===== config.mk =====
export PLATFORM = sky130hd
export DESIGN_NAME = inst_intensity_gen_flat
export DESIGN_NICKNAME = d
export VERILOG_FILES = /design/src/rtl/inst_intensity_gen_if.sv /design/src/rtl/inst_intensity_gen.sv /design/src/flat_wrapper.sv
export SDC_FILE = /design/constraint.sdc
export NUM_CORES = 1
export LEC_CHECK = 0
export CELL_PAD_IN_SITES_DETAIL_PLACEMENT = 2
export CELL_PAD_IN_SITES_GLOBAL_PLACEMENT = 2
export CORE_ASPECT_RATIO = 0.6
export CORE_UTILIZATION = 30
export CTS_BUF_LIST = sky130_fd_sc_hd__clkbuf_8
export DETAILED_ROUTE_END_ITERATION = 16
export PLACE_DENSITY_LB_ADDON = 0.1
export SYNTH_ARGS = -nofsm -noshare
export SYNTH_HDL_FRONTEND = slang
export SYNTH_SLANG_ARGS = --single-unit

===== constraint.sdc =====
create_clock -name clk -period 9.4 [get_ports clk]
set_input_delay 0.94 -clock clk [delete_from_list [all_inputs] [get_ports clk]]
set_output_delay 0.94 -clock clk [all_outputs]
set_load 0.02 [all_outputs]

===== src/rtl/inst_intensity_gen_if.sv =====
// inst_intensity_gen_if: raster position, drum triggers and published per-instrument intensity.
interface inst_intensity_gen_if #(parameter int N = 3);
  logic [10:0] h_count;
  logic [9:0] v_count;
  logic [N-1:0] trig;
  logic [N-1:0][6:0] velocity;
  logic [9:0] decay;
  logic [N-1:0][7:0] intensity;
  logic update_busy;
  modport master(output h_count, v_count, trig, velocity, decay, input intensity, update_busy);
  modport slave(input h_count, v_count, trig, velocity, decay, output intensity, update_busy);
endinterface


===== src/rtl/inst_intensity_gen.sv =====
// inst_intensity_gen: frame-quantized hold/decay envelope per instrument from velocity triggers,
// updated once per frame with one multiplier shared across lanes.
module inst_intensity_gen #(
  parameter int INSTRUMENT_COUNT = 3,
  parameter int FRAME_TICK_V = 722,
  parameter int HOLD_FRAMES = 2,
  parameter int MIN_LEVEL = 2
) (
  input logic clk,
  input logic rst,
  inst_intensity_gen_if.slave bus
);
  localparam int N = INSTRUMENT_COUNT;
  localparam int KW = N > 1 ? $clog2(N) : 1;
  localparam int HW = $clog2(HOLD_FRAMES + 1);
  typedef enum logic [1:0] {S_IDLE, S_PROC, S_PUBLISH} seq_t;
  typedef enum logic [1:0] {L_IDLE, L_HOLD, L_DECAY} lane_t;
  seq_t seq;
  lane_t st [N];
  logic [KW-1:0] k;
  logic [N-1:0][14:0] level_fp;
  logic [N-1:0][HW-1:0] hold_cnt;
  logic [N-1:0] pend, pend_nx, clr, hit;
  logic [N-1:0][6:0] pvel, pvel_nx, base_v;
  logic [7:0] keep;
  logic [14:0] next_fp;
  logic tick;
  assign tick = bus.h_count == 11'd0 && bus.v_count == 10'(FRAME_TICK_V);
  assign keep = 8'd255 - bus.decay[9:2];
  assign next_fp = 15'((23'(level_fp[k]) * 23'(keep)) >> 8);
  // a trigger landing on the lane being consumed survives: set wins over clear
  always_comb begin
    clr = '0;
    hit = '0;
    base_v = '0;
    pvel_nx = '0;
    pend_nx = '0;
    for (int i = 0; i < N; i++) begin
      clr[i] = seq == S_PROC && k == KW'(i);
      hit[i] = bus.trig[i] && bus.velocity[i] != 7'd0;
      base_v[i] = clr[i] ? 7'd0 : pvel[i];
      pvel_nx[i] = hit[i] && bus.velocity[i] > base_v[i] ? bus.velocity[i] : base_v[i];
      pend_nx[i] = hit[i] || (pend[i] && !clr[i]);
    end
  end
  always_ff @(posedge clk) begin
    if (rst) begin
      seq <= S_IDLE;
      k <= '0;
      bus.update_busy <= 1'b0;
      bus.intensity <= '0;
      pend <= '0;
      pvel <= '0;
      level_fp <= '0;
      hold_cnt <= '0;
      for (int i = 0; i < N; i++) st[i] <= L_IDLE;
    end else begin
      pend <= pend_nx;
      pvel <= pvel_nx;
      case (seq)
        S_IDLE: if (tick) begin
          seq <= S_PROC;
          k <= '0;
          bus.update_busy <= 1'b1;
        end
        S_PROC: begin
          if (pend[k]) begin
            level_fp[k] <= {pvel[k], 8'h00};
            hold_cnt[k] <= HW'(HOLD_FRAMES);
            st[k] <= L_HOLD;
          end else if (st[k] == L_HOLD) begin
            if (hold_cnt[k] == HW'(1)) st[k] <= L_DECAY;
            else hold_cnt[k] <= hold_cnt[k] - 1'b1;
          end else if (st[k] == L_DECAY) begin
            if (next_fp[14:8] < 7'(MIN_LEVEL)) begin
              st[k] <= L_IDLE;
              level_fp[k] <= '0;
            end else level_fp[k] <= next_fp;
          end
          if (k == KW'(N - 1)) seq <= S_PUBLISH;
          else k <= k + 1'b1;
        end
        S_PUBLISH: begin
          for (int i = 0; i < N; i++)
            bus.intensity[i] <= st[i] != L_IDLE ? {1'b1, level_fp[i][14:8]} : 8'h00;
          bus.update_busy <= 1'b0;
          seq <= S_IDLE;
        end
        default: seq <= S_IDLE;
      endcase
    end
  end
endmodule


===== src/flat_wrapper.sv =====
// flat-port wrapper written by rule: the top's interface ports become plain ports
module inst_intensity_gen_flat 
#(
  parameter int INSTRUMENT_COUNT = 3,
  parameter int FRAME_TICK_V = 722,
  parameter int HOLD_FRAMES = 2,
  parameter int MIN_LEVEL = 2
)
  (clk, rst, bus_h_count, bus_v_count, bus_trig, bus_velocity, bus_decay, bus_intensity, bus_update_busy);
  inst_intensity_gen_if #(.N((3))) bus_i ();
  input logic clk;
  input logic rst;
  input wire logic [$bits(bus_i.h_count)-1:0] bus_h_count;
  input wire logic [$bits(bus_i.v_count)-1:0] bus_v_count;
  input wire logic [$bits(bus_i.trig)-1:0] bus_trig;
  input wire logic [$bits(bus_i.velocity)-1:0] bus_velocity;
  input wire logic [$bits(bus_i.decay)-1:0] bus_decay;
  output wire logic [$bits(bus_i.intensity)-1:0] bus_intensity;
  output wire logic [$bits(bus_i.update_busy)-1:0] bus_update_busy;
  assign bus_i.h_count = bus_h_count;
  assign bus_i.v_count = bus_v_count;
  assign bus_i.trig = bus_trig;
  assign bus_i.velocity = bus_velocity;
  assign bus_i.decay = bus_decay;
  assign bus_intensity = bus_i.intensity;
  assign bus_update_busy = bus_i.update_busy;
  inst_intensity_gen #(.INSTRUMENT_COUNT(INSTRUMENT_COUNT), .FRAME_TICK_V(FRAME_TICK_V), .HOLD_FRAMES(HOLD_FRAMES), .MIN_LEVEL(MIN_LEVEL)) u_core (.clk(clk), .rst(rst), .bus(bus_i));
endmodule

==> run_summary.xml, run 1 <==
<?xml version="1.0" encoding="UTF-8"?>
<metrics>
  <group name="logic_synthesis">
    <metric name="netlist.area_leader.share" unit="">0.2274</metric>
    <metric name="syn_area_per_cell" unit="um^2">8.303</metric>
    <metric name="synthesis.area" unit="um^2">9333</metric>
    <metric name="synthFlopType" unit="">sky130_fd_sc_hd__dfxtp_1</metric>
    <metric name="gate_count_after_technology_mapping" unit="">1124</metric>
    <metric name="synthesis.nets" unit="">1324</metric>
    <metric name="ys_async_sr_fraction" unit="">0</metric>
    <metric name="yosys_warns" unit="">0</metric>
    <metric name="synth_area_leaders" unit="">sky130_fd_sc_hd__dfxtp_1 (23%), sky130_fd_sc_hd__fa_1 (17%), sky130_fd_sc_hd__nor2_1 (9.0%)</metric>
    <metric name="ys_seq_elements" unit="">114</metric>
    <metric name="yosys.cell_types.count" unit="">67</metric>
    <metric name="synth_enable_flop_cells" unit="">8</metric>
    <metric name="post_synthesis_sequential_area_ratio" unit="">0.2531</metric>
    <metric name="yosysTopAreaCell" unit="">sky130_fd_sc_hd__dfxtp_1</metric>
  </group>
  <group name="global_routing">
    <metric name="grt_start_max_net_pins" unit="">56</metric>
    <metric name="antenna_found_initial" unit="">0</metric>
    <metric name="first_pass_grt_wire_length" unit="um">51250</metric>
    <metric name="grt.total_usage" unit="">0.2072</metric>
    <metric name="grt.overflow.total" unit="">0</metric>
    <metric name="grt_pass1_vias" unit="">8860</metric>
  </group>
  <group name="critical_path">
    <metric name="path_class" unit="">reg -&gt; reg</metric>
    <metric name="critPathLaunchType" unit="">flip-flop</metric>
    <metric name="r2r-end" unit="">u_core.level_fp[16]</metric>
    <metric name="worstPathBufferInverterCount" unit="">3</metric>
    <metric name="critical_path.most_common_cell" unit="">sky130_fd_sc_hd__fa_1</metric>
    <metric name="worstPathMaxFanout" unit="">22</metric>
    <metric name="critical_path.startpoint" unit="">u_core.k[0]</metric>
    <metric name="critical_path.max_stage_delay" unit="ns">0.88</metric>
    <metric name="critical_path_depth" unit="">20</metric>
    <metric name="crit_arrival" unit="ns">7.93</metric>
    <metric name="timing.critical_path.cells" unit="">nor2_1 -&gt; buf_4 -&gt; a21oi_1 -&gt; or2_2 -&gt; fa_1 -&gt; fa_1 -&gt; inv_1 -&gt; fa_1 -&gt; fa_1 -&gt; ha_1 -&gt; a21oi_1 -&gt; nor3b_1 -&gt; o41ai_1 -&gt; a21o_1 -&gt; a211o_1 -&gt; xnor2_2 -&gt; nand3_2 -&gt; nor4_4 -&gt; buf_4 -&gt; o31ai_1</metric>
    <metric name="r2r_setup_slack" unit="ns">1.80</metric>
    <metric name="worst_ep_required_time" unit="ns">9.73</metric>
    <metric name="critPathTopFamily" unit="">adder cells</metric>
    <metric name="r2r.worst_path.cells" unit="">20</metric>
    <metric name="cp-end-kind" unit="">flip-flop</metric>
    <metric name="r2r-start" unit="">u_core.k[0]</metric>
    <metric name="critPathCapture" unit="">u_core.level_fp[16]</metric>
    <metric name="cp_slowest_cell" unit="">sky130_fd_sc_hd__a21oi_1</metric>
  </group>
  <group name="clocking">
    <metric name="clk-insertion-delay-late" unit="ns">0.47</metric>
    <metric name="cts.hold.buffers_added" unit="">0</metric>
    <metric name="cts_made_buffers" unit="">17</metric>
    <metric name="root_buffer" unit="">sky130_fd_sc_hd__clkbuf_8</metric>
    <metric name="clock-sinks" unit="">114</metric>
    <metric name="cts_tree" unit="">built</metric>
    <metric name="post_cts_resized" unit="">0</metric>
    <metric name="clk_pin_slew_worst_paths" unit="ns">0.08</metric>
    <metric name="htree_levels" unit="">4</metric>
    <metric name="post-cts-setup-buffers" unit="">0</metric>
    <metric name="buffer_levels_on_the_longest_clock_path" unit="">2</metric>
  </group>
  <group name="place">
    <metric name="detailed_place_hpwl" unit="um">25210</metric>
    <metric name="final_estimated_routing_congestion_in_global_placement" unit="">0.7899</metric>
    <metric name="numPortBuffers" unit="">79</metric>
  </group>
  <group name="pwr">
    <metric name="power.density_cell_area" unit="nW/um^2">101.8</metric>
    <metric name="static_leakage" unit="nW">4.761</metric>
    <metric name="finalPower" unit="mW">1.114</metric>
    <metric name="sw_frac_of_total" unit="">0.2610</metric>
    <metric name="seqPwrFrac" unit="">0.452</metric>
    <metric name="pwr-share-clk" unit="">0.444</metric>
    <metric name="p_sw" unit="uW">290.7</metric>
    <metric name="power_report.internal_total" unit="uW">823.4</metric>
    <metric name="irDropWorstVdd" unit="uV">81.83</metric>
    <metric name="comb_power_share" unit="">0.104</metric>
  </group>
  <group name="finish">
    <metric name="area_delta_synth_final" unit="%">17.23</metric>
    <metric name="antennaDiodeCount" unit="">0</metric>
    <metric name="post_route_cells_drive_above_1_share" unit="">0.07179</metric>
    <metric name="layout.nets" unit="">1385</metric>
  </group>
  <group name="die">
    <metric name="die-width" unit="um">229.7</metric>
    <metric name="num_rows" unit="">49</metric>
    <metric name="die_height" unit="um">138.6</metric>
    <metric name="die_area" unit="um^2">31840</metric>
    <metric name="io_pins" unit="">82</metric>
    <metric name="coreArea" unit="um^2">30290</metric>
    <metric name="starting_utilization_of_the_core_area" unit="">0.3081</metric>
  </group>
  <group name="sta">
    <metric name="finalCritPeriodShare" unit="">0.8086</metric>
    <metric name="finalSetupTns" unit="ns">0</metric>
    <metric name="final.setup_skew" unit="ns">0.01444</metric>
    <metric name="drv_slew" unit="">0</metric>
    <metric name="max_slew_margin" unit="">0.2173</metric>
    <metric name="worst_pin_slew" unit="ns">1.174</metric>
    <metric name="fin_hold_ws" unit="ns">0.4676</metric>
    <metric name="timing_hold_violations_final" unit="">0</metric>
    <metric name="setup_repair_after_global_routing_missed_its_margin" unit="">false</metric>
    <metric name="timing.final.setup_violations" unit="">0</metric>
    <metric name="final_period_minus_worst_setup_slack" unit="ns">7.600</metric>
    <metric name="fmaxAchievable" unit="MHz">131.6</metric>
  </group>
  <group name="drt">
    <metric name="ant_nets" unit="">0</metric>
    <metric name="wl" unit="um">31770</metric>
    <metric name="detail_route.vias_per_cell" unit="">5.065</metric>
    <metric name="drc_errors" unit="">0</metric>
    <metric name="drtIter0Drc" unit="">411</metric>
    <metric name="drt-wirelength-per-cell" unit="um">19.78</metric>
    <metric name="firstDrtPassIters" unit="">5</metric>
    <metric name="vias_post_dr" unit="">8134</metric>
  </group>
  <group name="flow_run">
    <metric name="cap_viol_max_count" unit="">0</metric>
  </group>
  <group name="run_status">
    <metric name="outcome" unit="">completed</metric>
  </group>
  <group name="worst_hold_path">
    <metric name="min-delay-path-class" unit="">reg -&gt; reg</metric>
  </group>
</metrics>
-- worst min-delay path, stage by stage, from the launching register on --
cell and delay (ns):
sky130_fd_sc_hd__dfxtp_1 0.33, sky130_fd_sc_hd__nand2_1 0.05, sky130_fd_sc_hd__o31ai_1 0.05
-- metrics by stage --
step                      setup slack, ns  std cells  instance area [um^2]  utilization
after floorplan                     2.531       1124                  9333            -
after global placement              1.747       1574                 10520       0.3474
after detailed placement            1.659       1574                 10520       0.3474
after CTS                           1.753       1606                 10940       0.3612
after global routing                1.388       1606                 10940       0.3612
final                               1.800       1606                 10940       0.3612
-- layout by cell type (no fill, tap or decap), types with 4 or more instances in the layout --
| cell type | instances |
|---|---|
| sky130_fd_sc_hd__mux2i_1 | 26 |
| sky130_fd_sc_hd__nor3_1 | 6 |
| sky130_fd_sc_hd__o41ai_1 | 4 |
| sky130_fd_sc_hd__inv_1 | 117 |
| sky130_fd_sc_hd__edfxtp_1 | 8 |
| sky130_fd_sc_hd__mux2_2 | 10 |
| sky130_fd_sc_hd__nand3_1 | 10 |
| sky130_fd_sc_hd__o21ai_1 | 10 |
| sky130_fd_sc_hd__a21o_1 | 9 |
| sky130_fd_sc_hd__nand4_1 | 7 |
| sky130_fd_sc_hd__fa_1 | 77 |
| sky130_fd_sc_hd__nor2b_1 | 9 |
| sky130_fd_sc_hd__a211o_1 | 4 |
| sky130_fd_sc_hd__a31oi_1 | 17 |
| sky130_fd_sc_hd__buf_4 | 18 |
| sky130_fd_sc_hd__o21a_1 | 14 |
| sky130_fd_sc_hd__a221oi_1 | 5 |
| sky130_fd_sc_hd__nand2_1 | 94 |
| sky130_fd_sc_hd__xor2_1 | 7 |
| sky130_fd_sc_hd__ha_1 | 66 |
| sky130_fd_sc_hd__clkbuf_8 | 23 |
| sky130_fd_sc_hd__and2_1 | 11 |
| sky130_fd_sc_hd__o21ai_0 | 19 |
| sky130_fd_sc_hd__xnor2_1 | 6 |
| sky130_fd_sc_hd__nor2_1 | 224 |
| sky130_fd_sc_hd__nand2b_1 | 14 |
| sky130_fd_sc_hd__and3_1 | 5 |
| sky130_fd_sc_hd__a22oi_1 | 24 |
| sky130_fd_sc_hd__o211ai_1 | 4 |
| sky130_fd_sc_hd__nand3b_1 | 16 |
| sky130_fd_sc_hd__clkdlybuf4s50_1 | 78 |
| sky130_fd_sc_hd__dfxtp_1 | 105 |
| sky130_fd_sc_hd__a21oi_1 | 61 |
| sky130_fd_sc_hd__or2_2 | 12 |
| sky130_fd_sc_hd__o31ai_1 | 24 |
-- power groups by stage --
stage,Sequential (mW),Combinational [mW],Clock [mW]
global route,0.504,0.130,0.523
global placement,0.514,0.114,0
detailed placement,0.515,0.117,0
finish,0.504,0.116,0.494
CTS,0.503,0.118,0.506
floorplan,0.511,0.0617,0
-- layout make-up --
class                           instances  area, um^2
Sequential cell                       114        2364
Timing Repair Buffer                   96       915.9
Inverter                              118       442.9
Multi-Input combinational cell        838        6289
Tap cell                              408       510.5
Fill cell                            3492       19350
Clock inverter                          9       102.6
Clock buffer                           23       316.6
-- flip-flops by register name, summed over array words and instances (netlist names), named ones only --
name / cells
u_core.level_fp: 45
u_core.bus.intensity: 24
u_core.hold_cnt: 6
u_core.bus.update_busy: 1
u_core.pend: 3
u_core.k: 2
u_core.st: 8
u_core.pvel: 21
u_core.seq: 2
-- cell usage after synthesis (10+ instances only) --
master                     number
sky130_fd_sc_hd__a31oi_1       17
sky130_fd_sc_hd__inv_1        116
sky130_fd_sc_hd__ha_1          66
sky130_fd_sc_hd__a22oi_1       24
sky130_fd_sc_hd__o21ai_0       19
sky130_fd_sc_hd__nand2b_1      14
sky130_fd_sc_hd__o31ai_1       24
sky130_fd_sc_hd__and2_1        11
sky130_fd_sc_hd__or2_2         12
sky130_fd_sc_hd__fa_1          77
sky130_fd_sc_hd__o21ai_1       10
sky130_fd_sc_hd__nand3b_1      16
sky130_fd_sc_hd__nand3_1       10
sky130_fd_sc_hd__nor2_1       224
sky130_fd_sc_hd__a21oi_1       61
sky130_fd_sc_hd__dfxtp_1      106
sky130_fd_sc_hd__nand2_1       94
sky130_fd_sc_hd__mux2i_1       26
sky130_fd_sc_hd__o21a_1        14
sky130_fd_sc_hd__mux2_2        10
sky130_fd_sc_hd__clkbuf_1      43
-- logic make-up after synthesis --
logic type	Yosys count	share of synthesized area
simple gates	426	0.2055
xor+xnor	14	0.01394
mux	40	0.04800
fa+ha+maj	143	0.2537
compound gates	215	0.1527
buf+inv	172	0.07307
flops	114	0.2531
-- worst min-delay path by stage --
| stage | from | endpoint | slack, ns | cells after the start |
|---|---|---|---|---|
| floorplan | u_core.level_fp[2] | u_core.level_fp[2] | 0.42 | 2 |
| finish | u_core.level_fp[7] | u_core.level_fp[7] | 0.47 | 2 |
| global route | u_core.pend[0] | u_core.pend[0] | 0.50 | 2 |
| CTS | u_core.level_fp[7] | u_core.level_fp[7] | 0.47 | 2 |
| global placement | u_core.level_fp[2] | u_core.level_fp[2] | 0.43 | 2 |
| detailed placement | u_core.level_fp[7] | u_core.level_fp[7] | 0.45 | 2 |
-- layer usage --
metal / wire length [um] / up-vias / GRT usage
met4: 223 / 0 / 0.03834
met5: 0 / - / 0
met3: 755 / 22 / 0.02878
met2: 12550 / 94 / 0.2924
met1: 18250 / 4127 / 0.3300
li1: - / 3891 / -
Note: power is estimated with default switching activity, not from simulation.
==> run 2: changes to the inputs <==
==> constraint.sdc (replaced) <==
create_clock -name clk -period 6.7 [get_ports clk]
set_input_delay 0.67 -clock clk [delete_from_list [all_inputs] [get_ports clk]]
set_output_delay 0.67 -clock clk [all_outputs]
set_load 0.02 [all_outputs]
==> run_summary.xml, run 2 (same netlist as run 1, synthesis figures left out) <==
<?xml version="1.0" encoding="UTF-8"?>
<metrics>
  <group name="finish">
    <metric name="multi_input_comb_area" unit="um^2">6330</metric>
    <metric name="layout.filler_cells" unit="">3429</metric>
    <metric name="antennaDiodeCount" unit="">0</metric>
    <metric name="seqCellArea" unit="um^2">2366</metric>
    <metric name="biggestRegsByFlops" unit="">u_core.level_fp: 45 flops, u_core.bus.intensity: 24 flops, u_core.pvel: 21 flops</metric>
    <metric name="top_register" unit="">u_core.level_fp</metric>
    <metric name="postLayoutCellArea" unit="um^2">11340</metric>
    <metric name="area_delta_synth_final" unit="%">21.50</metric>
    <metric name="final_util" unit="">0.3744</metric>
    <metric name="layout.cells.most_common_list" unit="">sky130_fd_sc_hd__nor2_1 (224), sky130_fd_sc_hd__inv_1 (117), sky130_fd_sc_hd__dfxtp_1 (105), sky130_fd_sc_hd__nand2_1 (94), sky130_fd_sc_hd__clkdlybuf4s50_1 (78)</metric>
    <metric name="layout.nets" unit="">1434</metric>
    <metric name="mostFrequentLayoutCell" unit="">sky130_fd_sc_hd__nor2_1</metric>
    <metric name="largest_register_ff_count" unit="">45</metric>
    <metric name="post_route_cells_drive_above_1_share" unit="">0.1147</metric>
  </group>
  <group name="sta">
    <metric name="finalCritPeriodShare" unit="">0.9623</metric>
    <metric name="finalSetupTns" unit="ns">0</metric>
    <metric name="final_period_minus_worst_setup_slack" unit="ns">6.448</metric>
    <metric name="timing.final.setup_violations" unit="">0</metric>
    <metric name="drv_slew" unit="">0</metric>
    <metric name="final.setup_skew" unit="ns">0.01195</metric>
    <metric name="timing_hold_violations_final" unit="">0</metric>
    <metric name="max_slew_margin" unit="">0.2621</metric>
    <metric name="fmaxAchievable" unit="MHz">155.1</metric>
    <metric name="worst_pin_slew" unit="ns">1.107</metric>
  </group>
  <group name="die">
    <metric name="io_pins" unit="">82</metric>
    <metric name="die_area" unit="um^2">31840</metric>
    <metric name="die-width" unit="um">229.7</metric>
    <metric name="num_rows" unit="">49</metric>
    <metric name="starting_utilization_of_the_core_area" unit="">0.3081</metric>
    <metric name="coreArea" unit="um^2">30290</metric>
    <metric name="die_height" unit="um">138.6</metric>
  </group>
  <group name="global_routing">
    <metric name="grt.total_usage" unit="">0.2145</metric>
    <metric name="grt.overflow.total" unit="">0</metric>
    <metric name="first_pass_grt_wire_length" unit="um">52870</metric>
    <metric name="grt_start_max_net_pins" unit="">59</metric>
    <metric name="antenna_found_initial" unit="">0</metric>
    <metric name="grt_pass1_vias" unit="">8969</metric>
  </group>
  <group name="drt">
    <metric name="drtIter0Drc" unit="">378</metric>
    <metric name="firstDrtPassIters" unit="">5</metric>
    <metric name="drc_errors" unit="">0</metric>
    <metric name="drt-wirelength-per-cell" unit="um">19.92</metric>
    <metric name="ant_nets" unit="">0</metric>
    <metric name="detail_route.vias_per_cell" unit="">5.020</metric>
    <metric name="vias_post_dr" unit="">8308</metric>
    <metric name="wl" unit="um">32970</metric>
  </group>
  <group name="place">
    <metric name="final_estimated_routing_congestion_in_global_placement" unit="">0.8094</metric>
    <metric name="detailed_place_hpwl" unit="um">27110</metric>
    <metric name="placed_area" unit="um^2">10910</metric>
    <metric name="numPortBuffers" unit="">79</metric>
  </group>
  <group name="flow_run">
    <metric name="cap_viol_max_count" unit="">0</metric>
  </group>
  <group name="critical_path">
    <metric name="worstPathMaxFanout" unit="">13</metric>
    <metric name="cp-end-kind" unit="">flip-flop</metric>
    <metric name="critPathLaunchType" unit="">flip-flop</metric>
    <metric name="crit_arrival" unit="ns">6.65</metric>
    <metric name="worst_ep_required_time" unit="ns">6.90</metric>
    <metric name="path_class" unit="">reg -&gt; reg</metric>
  </group>
  <group name="worst_hold_path">
    <metric name="min-delay-path-class" unit="">reg -&gt; reg</metric>
  </group>
  <group name="clocking">
    <metric name="cts_tree" unit="">built</metric>
    <metric name="clk-insertion-delay-late" unit="ns">0.46</metric>
    <metric name="post-cts-setup-buffers" unit="">0</metric>
    <metric name="clock-sinks" unit="">114</metric>
    <metric name="cts_made_buffers" unit="">17</metric>
    <metric name="htree_levels" unit="">4</metric>
    <metric name="clk_pin_slew_worst_paths" unit="ns">0.08</metric>
    <metric name="buffer_levels_on_the_longest_clock_path" unit="">2</metric>
    <metric name="root_buffer" unit="">sky130_fd_sc_hd__clkbuf_8</metric>
  </group>
  <group name="pwr">
    <metric name="irDropWorstVdd" unit="uV">106.5</metric>
    <metric name="finalPower" unit="mW">1.521</metric>
    <metric name="static_leakage" unit="nW">4.988</metric>
    <metric name="power.density_cell_area" unit="nW/um^2">134.2</metric>
  </group>
  <group name="run_status">
    <metric name="outcome" unit="">completed</metric>
  </group>
</metrics>
[run 2: final timing paths]
| check | from | endpoint | slack [ns] | cells past startpoint |
|---|---|---|---|---|
| max | u_core.k[1] | u_core.st[0][0] | 0.25 | 21 |
| min | u_core.bus.update_busy | u_core.bus.update_busy | 0.47 | 2 |
| max reg2reg | u_core.k[1] | u_core.st[0][0] | 0.25 | 21 |
| min reg2reg | u_core.bus.update_busy | u_core.bus.update_busy | 0.47 | 2 |
[run 2: routing by layer]
| layer | routed length [um] | track usage |
|---|---|---|
| met4 | 178 | 0.03276 |
| met3 | 1058 | 0.03475 |
| met2 | 12770 | 0.2903 |
| met5 | 0 | 0 |
| met1 | 18970 | 0.3512 |
[run 2: final cells by class]
type | count | share of cell area
Clock inverter | 15 | 0.01269
Sequential cell | 114 | 0.2087
Tap cell | 408 | 0.04502
Clock buffer | 17 | 0.02063
Inverter | 118 | 0.03906
Timing Repair Buffer | 145 | 0.1157
Multi-Input combinational cell | 838 | 0.5582
[run 2: power breakdown]
group,switching (mW),total [mW],internal [mW]
Sequential,0.0100,0.706,0.696
Combinational,0.0947,0.172,0.0773
Clock,0.318,0.644,0.326
[run 2: what timing repair did]
item	CTS	global route
endpoints found under the setup margin	0	39
hold buffers	0	0
gates resized for setup	0	10
[run 2: metrics by stage]
stage / setup slack (ns) / hold slack (ns) / std cells
after global routing: -0.03085 / 0.4922 / 1655
after CTS: 0.01411 / 0.4647 / 1655
after floorplan: 0.02441 / 0.4244 / 1124
after global placement: 0.09915 / 0.4329 / 1623
final: 0.2523 / 0.4655 / 1655
after detailed placement: 0.05283 / 0.4481 / 1623
[run 2: worst max-delay path, stage by stage (launching register included)]
cell and delay (ns):
sky130_fd_sc_hd__dfxtp_1 0.40, sky130_fd_sc_hd__inv_2 0.05, sky130_fd_sc_hd__nor2_1 0.19, sky130_fd_sc_hd__buf_6 0.21, sky130_fd_sc_hd__a21oi_1 0.08, sky130_fd_sc_hd__buf_4 0.19
sky130_fd_sc_hd__or2_2 0.30, sky130_fd_sc_hd__fa_1 0.52, sky130_fd_sc_hd__fa_1 0.56, sky130_fd_sc_hd__inv_1 0.05, sky130_fd_sc_hd__fa_1 0.51, sky130_fd_sc_hd__fa_1 0.44
sky130_fd_sc_hd__ha_1 0.33, sky130_fd_sc_hd__nand4_1 0.11, sky130_fd_sc_hd__or2_1 0.26, sky130_fd_sc_hd__or4_4 0.43, sky130_fd_sc_hd__a211oi_2 0.29, sky130_fd_sc_hd__nor2_1 0.17
sky130_fd_sc_hd__a311oi_2 0.44, sky130_fd_sc_hd__nor4_4 0.08, sky130_fd_sc_hd__buf_4 0.17, sky130_fd_sc_hd__a221o_1 0.39
==> run 3: changes to the inputs <==
--- a/config.mk
+++ b/config.mk
@@ -5,6 +5,8 @@
 export SDC_FILE = /design/constraint.sdc
 export NUM_CORES = 1
 export LEC_CHECK = 0
+export ABC_CLOCK_PERIOD_IN_PS = 6700
+export CAP_MARGIN = 20
 export CELL_PAD_IN_SITES_DETAIL_PLACEMENT = 2
 export CELL_PAD_IN_SITES_GLOBAL_PLACEMENT = 2
 export CORE_ASPECT_RATIO = 0.6
@@ -15,3 +17,4 @@
 export SYNTH_ARGS = -nofsm -noshare
 export SYNTH_HDL_FRONTEND = slang
 export SYNTH_SLANG_ARGS = --single-unit
+export TNS_END_PERCENT = 5
==> results of run 3 <==
The final DEF is identical to that of run 2; final timing and power are the same.
